$ cat config.mk
export PLATFORM = sky130hd
export DESIGN_NAME = uart_core
export DESIGN_NICKNAME = d
export VERILOG_FILES = /design/src/rtl/uart_pkg.sv /design/src/rtl/uart_fifo.sv /design/src/rtl/uart_core.sv
export SDC_FILE = /design/constraint.sdc
export NUM_CORES = 1
export LEC_CHECK = 0
export BUFFER_PORTS_ARGS = -buffer_cell sky130_fd_sc_hd__clkbuf_2
export CAP_MARGIN = 25
export CORE_ASPECT_RATIO = 1.25
export CORE_MARGIN = 10
export CORE_UTILIZATION = 25
export DETAILED_ROUTE_END_ITERATION = 6
export SLEW_MARGIN = 20
export SYNTH_ARGS = -nofsm -noshare
export SYNTH_HDL_FRONTEND = slang
export SYNTH_SLANG_ARGS = --single-unit
$ cat constraint.sdc
create_clock -name clk -period 3.1 [get_ports clk]
set_clock_uncertainty 0.2 [all_clocks]
set_input_delay 0.93 -clock clk [delete_from_list [all_inputs] [get_ports clk]]
set_output_delay 0.93 -clock clk [all_outputs]
set_load 0.01 [all_outputs]
$ cat src/rtl/uart_pkg.sv
// Shared UART types and helpers: FSM state encodings, line idle level, counter-width function.
// No logic of its own; imported by uart_fifo and uart_core.
package uart_pkg;

    typedef enum logic [2:0] {
        TX_IDLE,
        TX_START,
        TX_DATA,
        TX_PARITY,
        TX_STOP
    } tx_state_t;

    typedef enum logic [2:0] {
        RX_IDLE,
        RX_START,
        RX_DATA,
        RX_PARITY,
        RX_STOP
    } rx_state_t;

    localparam logic UART_IDLE_LVL = 1'b1;

    function automatic int clog2(input int value);
        int r;
        r = 0;
        while ((1 << r) < value) begin
            r = r + 1;
        end
        return r;
    endfunction

endpackage

$ cat src/rtl/uart_fifo.sv
// Show-ahead FIFO (DEPTH a power of 2): rdata is the head entry, and is zero while empty.
// A push is refused when full unless a pop happens in the same cycle; a pop is refused when empty.
module uart_fifo
    import uart_pkg::*;
#(
    parameter int WIDTH = 8,
    parameter int DEPTH = 4
) (
    input  logic             clk,
    input  logic             rst_n,
    input  logic             push,
    input  logic             pop,
    input  logic [WIDTH-1:0] wdata,
    output logic [WIDTH-1:0] rdata,
    output logic             full,
    output logic             empty
);

    localparam int AW = clog2(DEPTH);

    logic [AW:0]      wr_ptr_q, wr_ptr_d;
    logic [AW:0]      rd_ptr_q, rd_ptr_d;
    logic [WIDTH-1:0] mem_q [DEPTH];
    logic             do_push, do_pop;

    // The extra pointer MSB distinguishes full from empty when the index bits match.
    assign empty   = (wr_ptr_q == rd_ptr_q);
    assign full    = (wr_ptr_q[AW] != rd_ptr_q[AW]) &&
                     (wr_ptr_q[AW-1:0] == rd_ptr_q[AW-1:0]);
    assign do_pop  = pop && !empty;
    assign do_push = push && (!full || do_pop);
    assign rdata   = empty ? '0 : mem_q[rd_ptr_q[AW-1:0]];

    always_comb begin
        wr_ptr_d = wr_ptr_q + (AW+1)'(do_push);
        rd_ptr_d = rd_ptr_q + (AW+1)'(do_pop);
    end

    always_ff @(posedge clk) begin
        if (do_push) begin
            mem_q[wr_ptr_q[AW-1:0]] <= wdata;
        end
    end

    always_ff @(posedge clk or negedge rst_n) begin
        if (!rst_n) begin
            wr_ptr_q <= '0;
            rd_ptr_q <= '0;
        end else begin
            wr_ptr_q <= wr_ptr_d;
            rd_ptr_q <= rd_ptr_d;
        end
    end

endmodule

$ cat src/rtl/uart_core.sv
// Full-duplex UART with TX/RX FIFOs; UART_PARITY_EN adds a parity bit. tx goes low 2 cycles after a push;
// an RX byte is readable the cycle after the first stop-bit mid-sample. wr_rdy=0 when TX FIFO full; full RX FIFO drops bytes.
module uart_core
    import uart_pkg::*;
#(
    parameter int DATA_W       = 8,
    parameter int CLKS_PER_BIT = 16,
    parameter int FIFO_DEPTH   = 4,
    parameter int STOP_BITS    = 1,
    parameter int PARITY_ODD   = 0
) (
    input  logic              clk,
    input  logic              rst_n,
    input  logic [DATA_W-1:0] din,
    input  logic              wr_en,
    output logic              wr_rdy,
    output logic [DATA_W-1:0] dout,
    input  logic              rd_en,
    output logic              rd_rdy,
    output logic              tx,
    input  logic              rx,
    output logic              frame_err,
    output logic              overrun,
    output logic              parity_err
);

    localparam int CW = clog2(STOP_BITS * CLKS_PER_BIT);
    localparam int BW = clog2(DATA_W);
    localparam logic [CW-1:0] BIT_END  = CW'(CLKS_PER_BIT - 1);
    localparam logic [CW-1:0] STOP_END = CW'(STOP_BITS * CLKS_PER_BIT - 1);
    localparam logic [CW-1:0] MID      = CW'(CLKS_PER_BIT / 2);
    localparam logic [BW-1:0] LAST_BIT = BW'(DATA_W - 1);
    localparam logic          PAR_ODD  = (PARITY_ODD != 0);
`ifdef UART_PARITY_EN
    localparam tx_state_t TX_AFTER_DATA = TX_PARITY;
    localparam rx_state_t RX_AFTER_DATA = RX_PARITY;
`else
    localparam tx_state_t TX_AFTER_DATA = TX_STOP;
    localparam rx_state_t RX_AFTER_DATA = RX_STOP;
`endif

    logic              tx_full, tx_empty, tx_pop, tx_push;
    logic [DATA_W-1:0] tx_fifo_dat;
    logic              rx_full, rx_empty, rx_push;

    tx_state_t         tx_state_q, tx_state_d;
    logic [CW-1:0]     tx_cnt_q, tx_cnt_d;
    logic [BW-1:0]     tx_bit_q, tx_bit_d;
    logic [DATA_W-1:0] tx_data_q, tx_data_d;
    logic              tx_q, tx_d;

    rx_state_t         rx_state_q, rx_state_d;
    logic [CW-1:0]     rx_cnt_q, rx_cnt_d;
    logic [BW-1:0]     rx_bit_q, rx_bit_d;
    logic [DATA_W-1:0] rx_data_q, rx_data_d;
    logic              rx_par_bad_q, rx_par_bad_d;
    logic              rx_meta_q, rx_sync_q, rx_prev_q;
    logic              frame_err_q, frame_err_d;
    logic              overrun_q, overrun_d;
    logic              parity_err_q, parity_err_d;

    assign tx_push    = wr_en && !tx_full;
    assign wr_rdy     = !tx_full;
    assign rd_rdy     = !rx_empty;
    assign tx         = tx_q;
    assign frame_err  = frame_err_q;
    assign overrun    = overrun_q;
    assign parity_err = parity_err_q;

    uart_fifo #(.WIDTH(DATA_W), .DEPTH(FIFO_DEPTH)) u_tx_fifo (
        .clk(clk), .rst_n(rst_n), .push(tx_push), .pop(tx_pop),
        .wdata(din), .rdata(tx_fifo_dat), .full(tx_full), .empty(tx_empty)
    );

    uart_fifo #(.WIDTH(DATA_W), .DEPTH(FIFO_DEPTH)) u_rx_fifo (
        .clk(clk), .rst_n(rst_n), .push(rx_push), .pop(rd_en),
        .wdata(rx_data_q), .rdata(dout), .full(rx_full), .empty(rx_empty)
    );

    // tx_q is registered from the current state, so the line lags the FSM by one cycle.
    always_comb begin
        tx_state_d = tx_state_q;
        tx_cnt_d   = tx_cnt_q + CW'(1);
        tx_bit_d   = tx_bit_q;
        tx_data_d  = tx_data_q;
        tx_pop     = 1'b0;
        tx_d       = UART_IDLE_LVL;
        case (tx_state_q)
            TX_IDLE: begin
                tx_cnt_d = '0;
                if (!tx_empty) begin
                    tx_pop     = 1'b1;
                    tx_data_d  = tx_fifo_dat;
                    tx_state_d = TX_START;
                end
            end
            TX_START: begin
                tx_d = 1'b0;
                if (tx_cnt_q == BIT_END) begin
                    tx_cnt_d   = '0;
                    tx_bit_d   = '0;
                    tx_state_d = TX_DATA;
                end
            end
            TX_DATA: begin
                tx_d = tx_data_q[tx_bit_q];
                if (tx_cnt_q == BIT_END) begin
                    tx_cnt_d = '0;
                    tx_bit_d = tx_bit_q + BW'(1);
                    if (tx_bit_q == LAST_BIT) begin
                        tx_state_d = TX_AFTER_DATA;
                    end
                end
            end
            TX_PARITY: begin
                tx_d = ^tx_data_q ^ PAR_ODD;
                if (tx_cnt_q == BIT_END) begin
                    tx_cnt_d   = '0;
                    tx_state_d = TX_STOP;
                end
            end
            TX_STOP: begin
                if (tx_cnt_q == STOP_END) begin
                    tx_cnt_d = '0;
                    if (!tx_empty) begin
                        tx_pop     = 1'b1;
                        tx_data_d  = tx_fifo_dat;
                        tx_state_d = TX_START;
                    end else begin
                        tx_state_d = TX_IDLE;
                    end
                end
            end
            default: tx_state_d = TX_IDLE;
        endcase
    end

    // Counter starts at 1 on detection so bit samples land at CLKS_PER_BIT/2 after each pin transition.
    always_comb begin
        rx_state_d   = rx_state_q;
        rx_cnt_d     = rx_cnt_q + CW'(1);
        rx_bit_d     = rx_bit_q;
        rx_data_d    = rx_data_q;
        rx_par_bad_d = rx_par_bad_q;
        rx_push      = 1'b0;
        frame_err_d  = 1'b0;
        overrun_d    = 1'b0;
        parity_err_d = 1'b0;
        case (rx_state_q)
            RX_IDLE: begin
                rx_cnt_d = CW'(1);
                if (rx_prev_q && !rx_sync_q) begin
                    rx_par_bad_d = 1'b0;
                    rx_state_d   = RX_START;
                end
            end
            RX_START: begin
                if (rx_cnt_q == MID && rx_sync_q) begin
                    rx_state_d = RX_IDLE;
                end else if (rx_cnt_q == BIT_END) begin
                    rx_cnt_d   = '0;
                    rx_bit_d   = '0;
                    rx_state_d = RX_DATA;
                end
            end
            RX_DATA: begin
                if (rx_cnt_q == MID) begin
                    rx_data_d[rx_bit_q] = rx_sync_q;
                end
                if (rx_cnt_q == BIT_END) begin
                    rx_cnt_d = '0;
                    rx_bit_d = rx_bit_q + BW'(1);
                    if (rx_bit_q == LAST_BIT) begin
                        rx_state_d = RX_AFTER_DATA;
                    end
                end
            end
            RX_PARITY: begin
                if (rx_cnt_q == MID) begin
                    rx_par_bad_d = (rx_sync_q != (^rx_data_q ^ PAR_ODD));
                end
                if (rx_cnt_q == BIT_END) begin
                    rx_cnt_d   = '0;
                    rx_state_d = RX_STOP;
                end
            end
            RX_STOP: begin
                if (rx_cnt_q == MID) begin
                    rx_state_d  = RX_IDLE;
                    frame_err_d = !rx_sync_q;
`ifdef UART_PARITY_EN
                    parity_err_d = rx_par_bad_q;
`endif
                    rx_push   = rx_sync_q && !rx_par_bad_q;
                    overrun_d = rx_push && rx_full && !rd_en;
                end
            end
            default: rx_state_d = RX_IDLE;
        endcase
    end

    always_ff @(posedge clk or negedge rst_n) begin
        if (!rst_n) begin
            tx_state_q   <= TX_IDLE;
            tx_cnt_q     <= '0;
            tx_bit_q     <= '0;
            tx_data_q    <= '0;
            tx_q         <= UART_IDLE_LVL;
            rx_state_q   <= RX_IDLE;
            rx_cnt_q     <= '0;
            rx_bit_q     <= '0;
            rx_data_q    <= '0;
            rx_par_bad_q <= 1'b0;
            rx_meta_q    <= UART_IDLE_LVL;
            rx_sync_q    <= UART_IDLE_LVL;
            rx_prev_q    <= UART_IDLE_LVL;
            frame_err_q  <= 1'b0;
            overrun_q    <= 1'b0;
            parity_err_q <= 1'b0;
        end else begin
            tx_state_q   <= tx_state_d;
            tx_cnt_q     <= tx_cnt_d;
            tx_bit_q     <= tx_bit_d;
            tx_data_q    <= tx_data_d;
            tx_q         <= tx_d;
            rx_state_q   <= rx_state_d;
            rx_cnt_q     <= rx_cnt_d;
            rx_bit_q     <= rx_bit_d;
            rx_data_q    <= rx_data_d;
            rx_par_bad_q <= rx_par_bad_d;
            rx_meta_q    <= rx;
            rx_sync_q    <= rx_meta_q;
            rx_prev_q    <= rx_sync_q;
            frame_err_q  <= frame_err_d;
            overrun_q    <= overrun_d;
            parity_err_q <= parity_err_d;
        end
    end

endmodule

Word level (Yosys, flattened, before mapping)
Memories as Yosys holds them, arrays and structs flattened.
Cells that the tools add are included.
{"block": "totals", "in_bits": 13, "word_cells": 160, "ram_bits": 64, "register_bits": 55, "n_memories": 2}
{"memory": "u_rx_fifo.mem_q", "depth": 4, "word_bits": 8, "read_ports": 1, "rd_clocked_by_memory_dff": 0, "write_ports": 1, "line_no": "uart_fifo.sv:23", "text": "logic [WIDTH-1:0] mem_q [DEPTH];"}
{"memory": "u_tx_fifo.mem_q", "depth": 4, "word_bits": 8, "read_ports": 1, "rd_clocked_by_memory_dff": 0, "write_ports": 1, "line_no": "uart_fifo.sv:23"}
{"block": "classes", "n_lt_le_gt_ge": 3, "n_reduce_logical": 39, "mux": 54, "n_eq_ne": 35, "add_sub_neg": 8}
{"operator": "$mux W3", "n": 18}
{"operator": "$pmux W3 S5", "n": 2}
{"operator": "$ne A2 B2 Y1 const B", "n": 14}
{"operator": "$mux W8", "n": 3}
{"operator": "$mux W1", "n": 17}
{"operator": "$pmux W8 S2", "n": 1}
{"operator": "$reduce_xor A8 Y1", "n": 2}
{"operator": "$logic_and A1 B1 Y1", "n": 13}
{"operator": "$add A3 B1 Y3", "n": 4}
{"operator": "$eq A3 B2 Y1 const B", "n": 4}
{"operator": "$eq A3 B3 Y1 const B", "n": 4}
{"operator": "$eq A4 B4 Y1 const B", "n": 3}
{"operator": "$mux W4", "n": 3}
{"operator": "$pmux W3 S2", "n": 2}
{"operator": "$pmux W4 S3", "n": 1}
{"operator": "$reduce_and A6 Y1", "n": 2}
{"operator": "$add A4 B1 Y4 const B", "n": 2}
{"operator": "$bwmux W8", "n": 1}
{"operator": "$lt A3 B4 Y1 const B", "n": 2}
{"operator": "$pmux W4 S2", "n": 1}
{"operator": "$reduce_bool A2 Y1", "n": 4}
{"operator": "$logic_not A1 Y1", "n": 7}
{"operator": "$add A3 B1 Y3 const B", "n": 2}
{"operator": "$eq A3 B1 Y1 const B", "n": 2}
{"operator": "other kinds (16)", "n": 25}

Longest topological paths before layout
Gate-level depths: netlist of run 1.
{"block": "depth", "ltp_word": 9, "mapped_depth": 9}

Cells and area by module
From an unflattened synthesis of run 1, not the netlist that was laid out.
{"block": "unflattened", "hier_cells": 340, "hier_area_um2": 5385.2}
{"mod": "uart_core", "instances": 1, "cells_per_inst": 189, "area_per_inst_um2": 2187.1}
{"mod": "uart_fifo at u_rx_fifo", "instances": 1, "cells_per_inst": 75, "area_per_inst_um2": 1611.5}
{"mod": "uart_fifo at u_tx_fifo", "instances": 1, "cells_per_inst": 76, "area_per_inst_um2": 1586.5}

Least setup slack after synthesis of run 1
No wires, ideal clock.
{"block": "synth_timing", "path_kind": "input to register", "from": "in rd_en", "to": "mem u_rx_fifo.mem_q[1][0] (enable)", "slack_ns": 0.304, "path_stages": 3, "n_path_buf": 0, "arrival_time_ns": 2.211, "setup_ns": 0.385, "cell_sequence": "nor3_1 -> or4_4 -> nor3b_1"}
{"block": "synth_between", "elab_chain_len": 5}
{"element": "from (decl)", "line_no": "uart_core.sv:18", "text": "input logic rd_en,"}
{"element": "$logic_and A1 B1 Y1", "line_no": "uart_fifo.sv:30", "text": "assign do_pop = pop && !empty;"}
{"element": "$logic_or A1 B1 Y1", "line_no": "uart_fifo.sv:31", "text": "assign do_push = push && (!full || do_pop);"}
{"element": "$logic_and A1 B1 Y1", "line_no": "uart_fifo.sv:31"}
{"element": "$mux W1", "line_no": "uart_fifo.sv:40", "text": "if (do_push) begin"}
{"element": "$mux W1 (implied by the code)", "line_no": "uart_fifo.sv:41", "text": "mem_q[wr_ptr_q[AW-1:0]] <= wdata;"}
{"element": "to (decl)", "line_no": "uart_fifo.sv:23"}
Every way passes these cells.

Final worst setup path of run 1
{"block": "layout_timing", "from": "reg u_rx_fifo.rd_ptr_q[0]", "to": "out dout[0]"}
{"block": "layout_between", "elab_chain_len": 2, "elab_cells_between_ends": 3}
{"element": "from (decl)", "line_no": "uart_fifo.sv:22", "text": "logic [AW:0] rd_ptr_q, rd_ptr_d;"}
{"element": "from (signal assigned)", "line_no": "uart_fifo.sv:51", "text": "rd_ptr_q <= rd_ptr_d;"}
{"element": "$mem_v2 Z4 W8 or $eq A3 B3 Y1 (tied branches)"}
{"element": "$mux W8 (*)", "line_no": "uart_fifo.sv:32", "text": "assign rdata = empty ? '0 : mem_q[rd_ptr_q[AW-1:0]];"}
{"element": "to (decl)", "line_no": "uart_core.sv:17", "text": "output logic [DATA_W-1:0] dout,"}
Mark *: on every way between the ends. The rest lies on a longest branch, timed or not.

==> flow_metrics.tcl, run 1 <==
set metrics [dict create \
    outcome "completed" \
    diodes 0 \
    first_pass_iters 6 \
    fin_tns_setup_ns 0 \
    vias 2754 \
    clock_latency_ns 0.40 \
    grt_util_all_layers_pct 7.210 \
    ys_top_cells_by_area "edfxtp_1 (38%), dfrtp_1 (25%), mux4_2 (4.8%)" \
    crit_type "reg -> out" \
    via_per_inst 4.230 \
    drive_above_1_share_pct 23.10 \
    synth-main-ff-cell "edfxtp_1" \
    ir_drop_mv 0.5000 \
    whs_path_depth 0 \
    synth_edf_count 64 \
    setup_viol_count_final 0 \
    dp_hpwl_mm 6.227 \
    cp_data_arrival_time_ns 1.79 \
    io_pins 27 \
    nets 396 \
    slowest_delay_ns 0.59 \
    area_growth_pct 21.09 \
    dpl.cell_count 619 \
    antenna_found_initial 0 \
    grt_pass1_wl_mm 15.39 \
    finalCritPeriodShare_pct 94.26 \
    maxSlewHeadroom_pct 52.00 \
    ctsHoldBuffers 0 \
    multi_input_area_sq_mm 0.001717 \
    cts_made_buffers 17 \
    seq_area_frac_synth_pct 64.53 \
    drt-total-wl_mm 8.928 \
    synthesis.nets 356 \
    yosys_warnings 0 \
    synth_area_sq_mm 0.005119 \
    hold_viol 0 \
    finalPower_mw 5.609 \
    start_util_pct 25.46 \
    start_kind "flop" \
    synth_top_area_cell "edfxtp_1" \
    cts_sinks 119 \
    r2r_end "u_rx_fifo.mem_q[3][2]" \
    hp-class "reg -> reg" \
    grt_pass1_vias 2993 \
    reg2reg_setup_slack_ns 0.51 \
    r2r-start "rx_cnt_q[0]" \
    fin_cells 651 \
    drtIter0Drc 131 \
    worstMarginPinSlew_ns 0.7201 \
    cp_max_fo 10 \
    post-route-min-period_ns 2.922 \
    seqCellArea_sq_mm 0.003304 \
    die_x_um 148.0 \
    holdPathEnd "rx_sync_q" \
    cts_buffer_depth 2 \
    report.final.slew_viol_count 0 \
    synth.avg_cell_area_sq_um 15.61 \
    detail-route-antenna-nets 0 \
    synthDominantCellAreaShare_pct 37.55 \
    dieHeight_um 180.0 \
    slowest_stage "mux4_1" \
    drcViolationCount 0 \
    end_kind "output pin" \
    grt.overflow.total 0 \
    rsz0062_at_grt "false" \
    yosysMostFrequentCell "edfxtp_1" \
    power.density_mw_per_mm2 904.9 \
    fin_hold_ws_ns 0.1540 \
    clkTransAtPathRegs_ns 0.06 \
    fmax_mhz 342.2 \
    portBuffers 25 \
    ys_seq_elements 119 \
    critPathTopFamily "multiplexers" \
    cts-root-buf "clkbuf_16" \
    tritoncts "yes" \
    finalWeightedCongestion 0.7248 \
    synthCells 328 \
    critPathBufInv 1 \
    fillers 1957 \
    r2r_cells 7 \
    rows 58 \
    synth_common_cells "edfxtp_1 (64), dfrtp_1 (51), xnor2_1 (19)" \
    synth_cell_type_count 45 \
    drv_cap 0 \
    hold_path.startpoint "rx_meta_q" \
    wire_per_inst_um 13.71 \
    core_sq_mm 0.02010 \
    required_ns 1.97 \
    die_area_sq_mm 0.02663 \
    grt_max_degree 31 \
    cp_cell_sequence "mux4_1 > nor2b_1 > clkbuf_2" \
    cts-htree-levels 4 \
    p_leak_nw 2.479 \
    synthArstFlopShare_pct 46.22 \
]
==> worst reg2reg max path: stages (launching register included) <==
cell     delay [ns]
dfrtp_1        0.41
inv_1          0.08
ha_1           0.15
and3b_1        0.27
nand2_1        0.17
or4_4          0.55
inv_2          0.07
and3_1         0.37
==> what timing repair did <==
action                     4_1_cts  5_1_grt
setup endpoints to repair        7        9
buffers inserted                 0        0
resized for setup                1        1
==> stage by stage <==
stage / util (%) / setup WS, ns / area, sq um
final: 30.84 / 0.1779 / 6198
after detailed placement: 27.78 / 0.4128 / 5584
after global routing: 30.84 / 0.03919 / 6198
after global placement: 27.78 / 0.4855 / 5584
after floorplan: - / 0.3041 / 5119
after CTS: 30.83 / 0.07840 / 6197
==> final cells by class <==
| type | instances | share of cell area, % |
|---|---|---|
| Inverter | 8 | 0.4845 |
| Tap cell | 270 | 5.450 |
| Multi-Input combinational cell | 189 | 27.69 |
| Sequential cell | 119 | 53.31 |
| Timing Repair Buffer | 33 | 3.189 |
| Clock buffer | 19 | 7.146 |
| Clock inverter | 13 | 2.725 |
==> metal layers <==
layer / track usage, % / part of all wire [%] / up-vias
met1: 8.093 / 44 / 1394
met5: 0 / 0 / -
met2: 11.76 / 51 / 43
li1: - / - / 1305
met4: 3.336 / 1.8 / 0
met3: 2.814 / 3.8 / 12
==> sequential cells by signal (all words and copies together) (netlist names) <==
name	cells
rx_state_q	3
u_rx_fifo.rd_ptr_q	3
rx_prev_q	1
u_tx_fifo.wr_ptr_q	3
u_tx_fifo.mem_q	32
rx_cnt_q	4
u_rx_fifo.mem_q	32
rx_meta_q	1
overrun	1
tx_data_q	8
frame_err	1
tx_bit_q	3
tx	1
u_tx_fifo.rd_ptr_q	3
rx_par_bad_q	1
tx_cnt_q	4
tx_state_q	3
rx_bit_q	3
rx_sync_q	1
rx_data_q	8
u_rx_fifo.wr_ptr_q	3
==> power by group <==
group | total (mW) | internal, mW | switching [mW]
clock network | 2.01 | 1.30 | 0.716
registers | 2.31 | 1.99 | 0.317
logic | 1.28 | 0.701 | 0.584
==> cell families after synthesis <==
| kind of cell | share of synthesized area, % |
|---|---|
| xor+xnor | 4.962 |
| buf+inv | 1.956 |
| flops | 64.53 |
| fa+ha+maj | 3.862 |
| other cells | 0.07326 |
| compound gates | 3.203 |
| mux | 12.39 |
| simple gates | 9.020 |
==> worst max path at each step <==
stage                               start                     to  slack (ns)  cells after the start
floorplan                           rd_en  u_rx_fifo.mem_q[1][0]        0.30                      3
CTS                 u_rx_fifo.rd_ptr_q[1]                dout[5]        0.08                      4
finish              u_rx_fifo.rd_ptr_q[0]                dout[0]        0.18                      3
detailed placement  u_rx_fifo.rd_ptr_q[0]                dout[7]        0.41                      3
global placement                    rd_en  u_rx_fifo.mem_q[3][5]        0.49                      5
global route        u_rx_fifo.rd_ptr_q[1]                dout[3]        0.04                      4
==> layout by cell type (no fill, tap or decap), drive strengths merged, types with 3 or more instances in the layout <==
cell type / instances
ha: 15
a21oi: 6
bufinv: 3
nand2: 13
inv: 13
nor3b: 7
nor2b: 15
edfxtp: 64
o21ai: 4
mux2: 18
clkbuf: 44
and3: 5
nor2: 16
clkinv: 4
nand3b: 3
dfstp: 4
xnor2: 19
xor2: 10
nand3: 8
buf: 8
a22o: 7
nor3: 6
mux4: 18
dfrtp: 51
(Power assumes the default switching activity.)
==> inputs of run 2 (changes only) <==
--- a/config.mk
+++ b/config.mk
@@ -11,6 +11,7 @@
 export CORE_MARGIN = 10
 export CORE_UTILIZATION = 25
 export DETAILED_ROUTE_END_ITERATION = 6
+export GPL_TIMING_DRIVEN = 0
 export SLEW_MARGIN = 20
 export SYNTH_ARGS = -nofsm -noshare
 export SYNTH_HDL_FRONTEND = slang
==> run 2 against run 1 <==
Against the previous run:
- combinational power up 10%
- sequential power shrank 4%
- hold slack better by 0.0043 ns
- non-clock buffer count rose by 4
- register-to-register slack got worse by 0.20 ns
- final cell count increased by 0.61%
- power fell by 1.3%
- first-iteration DRC count grew 11%
- global-route usage barely moved
- sequential share of layout area is 0.074 points lower
- fmax rose by 0.40%
- clock-buffer cell count down 2
- largest power group unchanged
==> flow_metrics.tcl, run 2 (synthesized netlist as in run 1, its figures left out) <==
set metrics [dict create \
    post-route-min-period_ns 2.911 \
    tritoncts "yes" \
    wire_per_inst_um 13.63 \
    seqCellArea_sq_mm 0.003303 \
    ctsResizeCount 0 \
    vias 2779 \
    r2r_end "u_rx_fifo.mem_q[1][5]" \
    r2r_cells 6 \
    drive_above_1_share_pct 23.64 \
    drtIter0Drc 145 \
    power.density_mw_per_mm2 892.2 \
    start_util_pct 25.46 \
    die_area_sq_mm 0.02663 \
    cts_setup_buffers 0 \
    diodes 0 \
    reg2reg_setup_slack_ns 0.31 \
    clock_latency_ns 0.42 \
    drcViolationCount 0 \
    grt_pass1_vias 3061 \
    first_pass_iters 4 \
    cp_cell_sequence "buf_6 > mux4_1 > nor2b_1 > clkbuf_2" \
    core_sq_mm 0.02010 \
    ir_drop_mv 0.4372 \
    crit_type "reg -> out" \
    clkTransAtPathRegs_ns 0.05 \
    cp_max_fo 9 \
    whs_path_depth 0 \
    dieHeight_um 180.0 \
    die_x_um 148.0 \
    busiest_layer "met2" \
    grt_use_met2_pct 12.34 \
    required_ns 1.97 \
    final_cell_mix "edfxtp_1 (64), dfrtp_1 (51), clkbuf_2 (24), xnor2_1 (19), clkbuf_16 (17)" \
    finalCritPeriodShare_pct 93.89 \
    cp_data_arrival_time_ns 1.78 \
    drv_cap 0 \
    hp-class "reg -> reg" \
    grt_util_all_layers_pct 7.246 \
    portBuffers 25 \
    rows 58 \
    hold_viol 0 \
    report.final.slew_viol_count 0 \
    rsz0062_at_grt "false" \
    grt.overflow.total 0 \
    finalWeightedCongestion 0.7707 \
    slowest_delay_ns 0.56 \
    worstMarginPinSlew_ns 0.7436 \
    nets 400 \
    grtUsageMet3_pct 2.487 \
    final_common_cell "edfxtp_1" \
    ctsHoldBuffers 0 \
    antenna_found_initial 0 \
    cts_made_buffers 17 \
    cts-htree-levels 4 \
    via_per_inst 4.243 \
    grt_pass1_wl_mm 15.28 \
    r2r-start "rx_cnt_q[0]" \
    cts_sinks 119 \
    dpl.cell_count 624 \
    end_kind "output pin" \
    start_kind "flop" \
    grt_max_degree 29 \
    detail-route-antenna-nets 0 \
    drt-total-wl_mm 8.928 \
    fillers 2041 \
    area_growth_pct 21.22 \
    critPathTopFamily "multiplexers" \
    cts_buffer_depth 2 \
    maxSlewHeadroom_pct 50.15 \
    met1_usage_pct 7.474 \
    fin_cells 655 \
    finalPower_mw 5.536 \
    crit_cells 4 \
    multi_input_area_sq_mm 0.001742 \
    cts-root-buf "clkbuf_16" \
    critPathBufInv 2 \
    fmax_mhz 343.6 \
    setup_viol_count_final 0 \
    dp_hpwl_mm 6.240 \
    p_leak_nw 2.468 \
    outcome "completed" \
    holdPathEnd "rx_sync_q" \
    slowest_stage "mux4_1" \
    hold_path.startpoint "rx_meta_q" \
    io_pins 27 \
]
==> run 2: area by class of cell <==
type	instances	share of cell area, %
inverter	8	0.4840
multi-input combinational	189	28.07
tap	270	5.445
sequential	119	53.24
clock buffer	17	6.856
buffer	11	1.069
clock inverter	15	2.460
timing repair buffer	26	2.380
==> run 2: power breakdown <==
group | switching [mW] | total, mW | internal (mW)
registers | 0.215 | 2.21 | 2.00
clock network | 0.729 | 1.91 | 1.18
logic | 0.693 | 1.41 | 0.721
==> run 2: worst max path at each step <==
| stage | endpoint | from | slack (ns) |
|---|---|---|---|
| 2_1_floorplan | u_rx_fifo.mem_q[1][0] | rd_en | 0.30 |
| 3_3_place_gp | u_rx_fifo.mem_q[1][7] | rd_en | -0.25 |
| 3_5_place_dp | u_rx_fifo.mem_q[1][6] | rd_en | 0.19 |
| 4_1_cts | dout[3] | u_rx_fifo.rd_ptr_q[1] | 0.06 |
| 5_1_grt | dout[4] | u_rx_fifo.rd_ptr_q[1] | 0.07 |
| 6_report | dout[6] | u_rx_fifo.rd_ptr_q[0] | 0.19 |
==> run 2: per-layer routing <==
| metal | vias to the layer above | wire, um |
|---|---|---|
| met5 | - | 0 |
| met4 | 0 | 240 |
| met3 | 20 | 349 |
| met2 | 48 | 4652 |
| met1 | 1398 | 3686 |
| li1 | 1313 | - |
==> run 2: per-stage QoR <==
stage	setup WS (ns)	setup TNS, ns	util (%)	hold WS (ns)	area [sq um]
floorplan	0.3041	0	-	0.1452	5119
global route	0.07234	0	30.87	0.1597	6205
CTS	0.05903	0	30.86	0.1587	6203
global placement	-0.2477	-3.139	27.77	0.1502	5582
finish	0.1895	0	30.87	0.1583	6205
detailed placement	0.1860	0	28.00	0.1506	5629
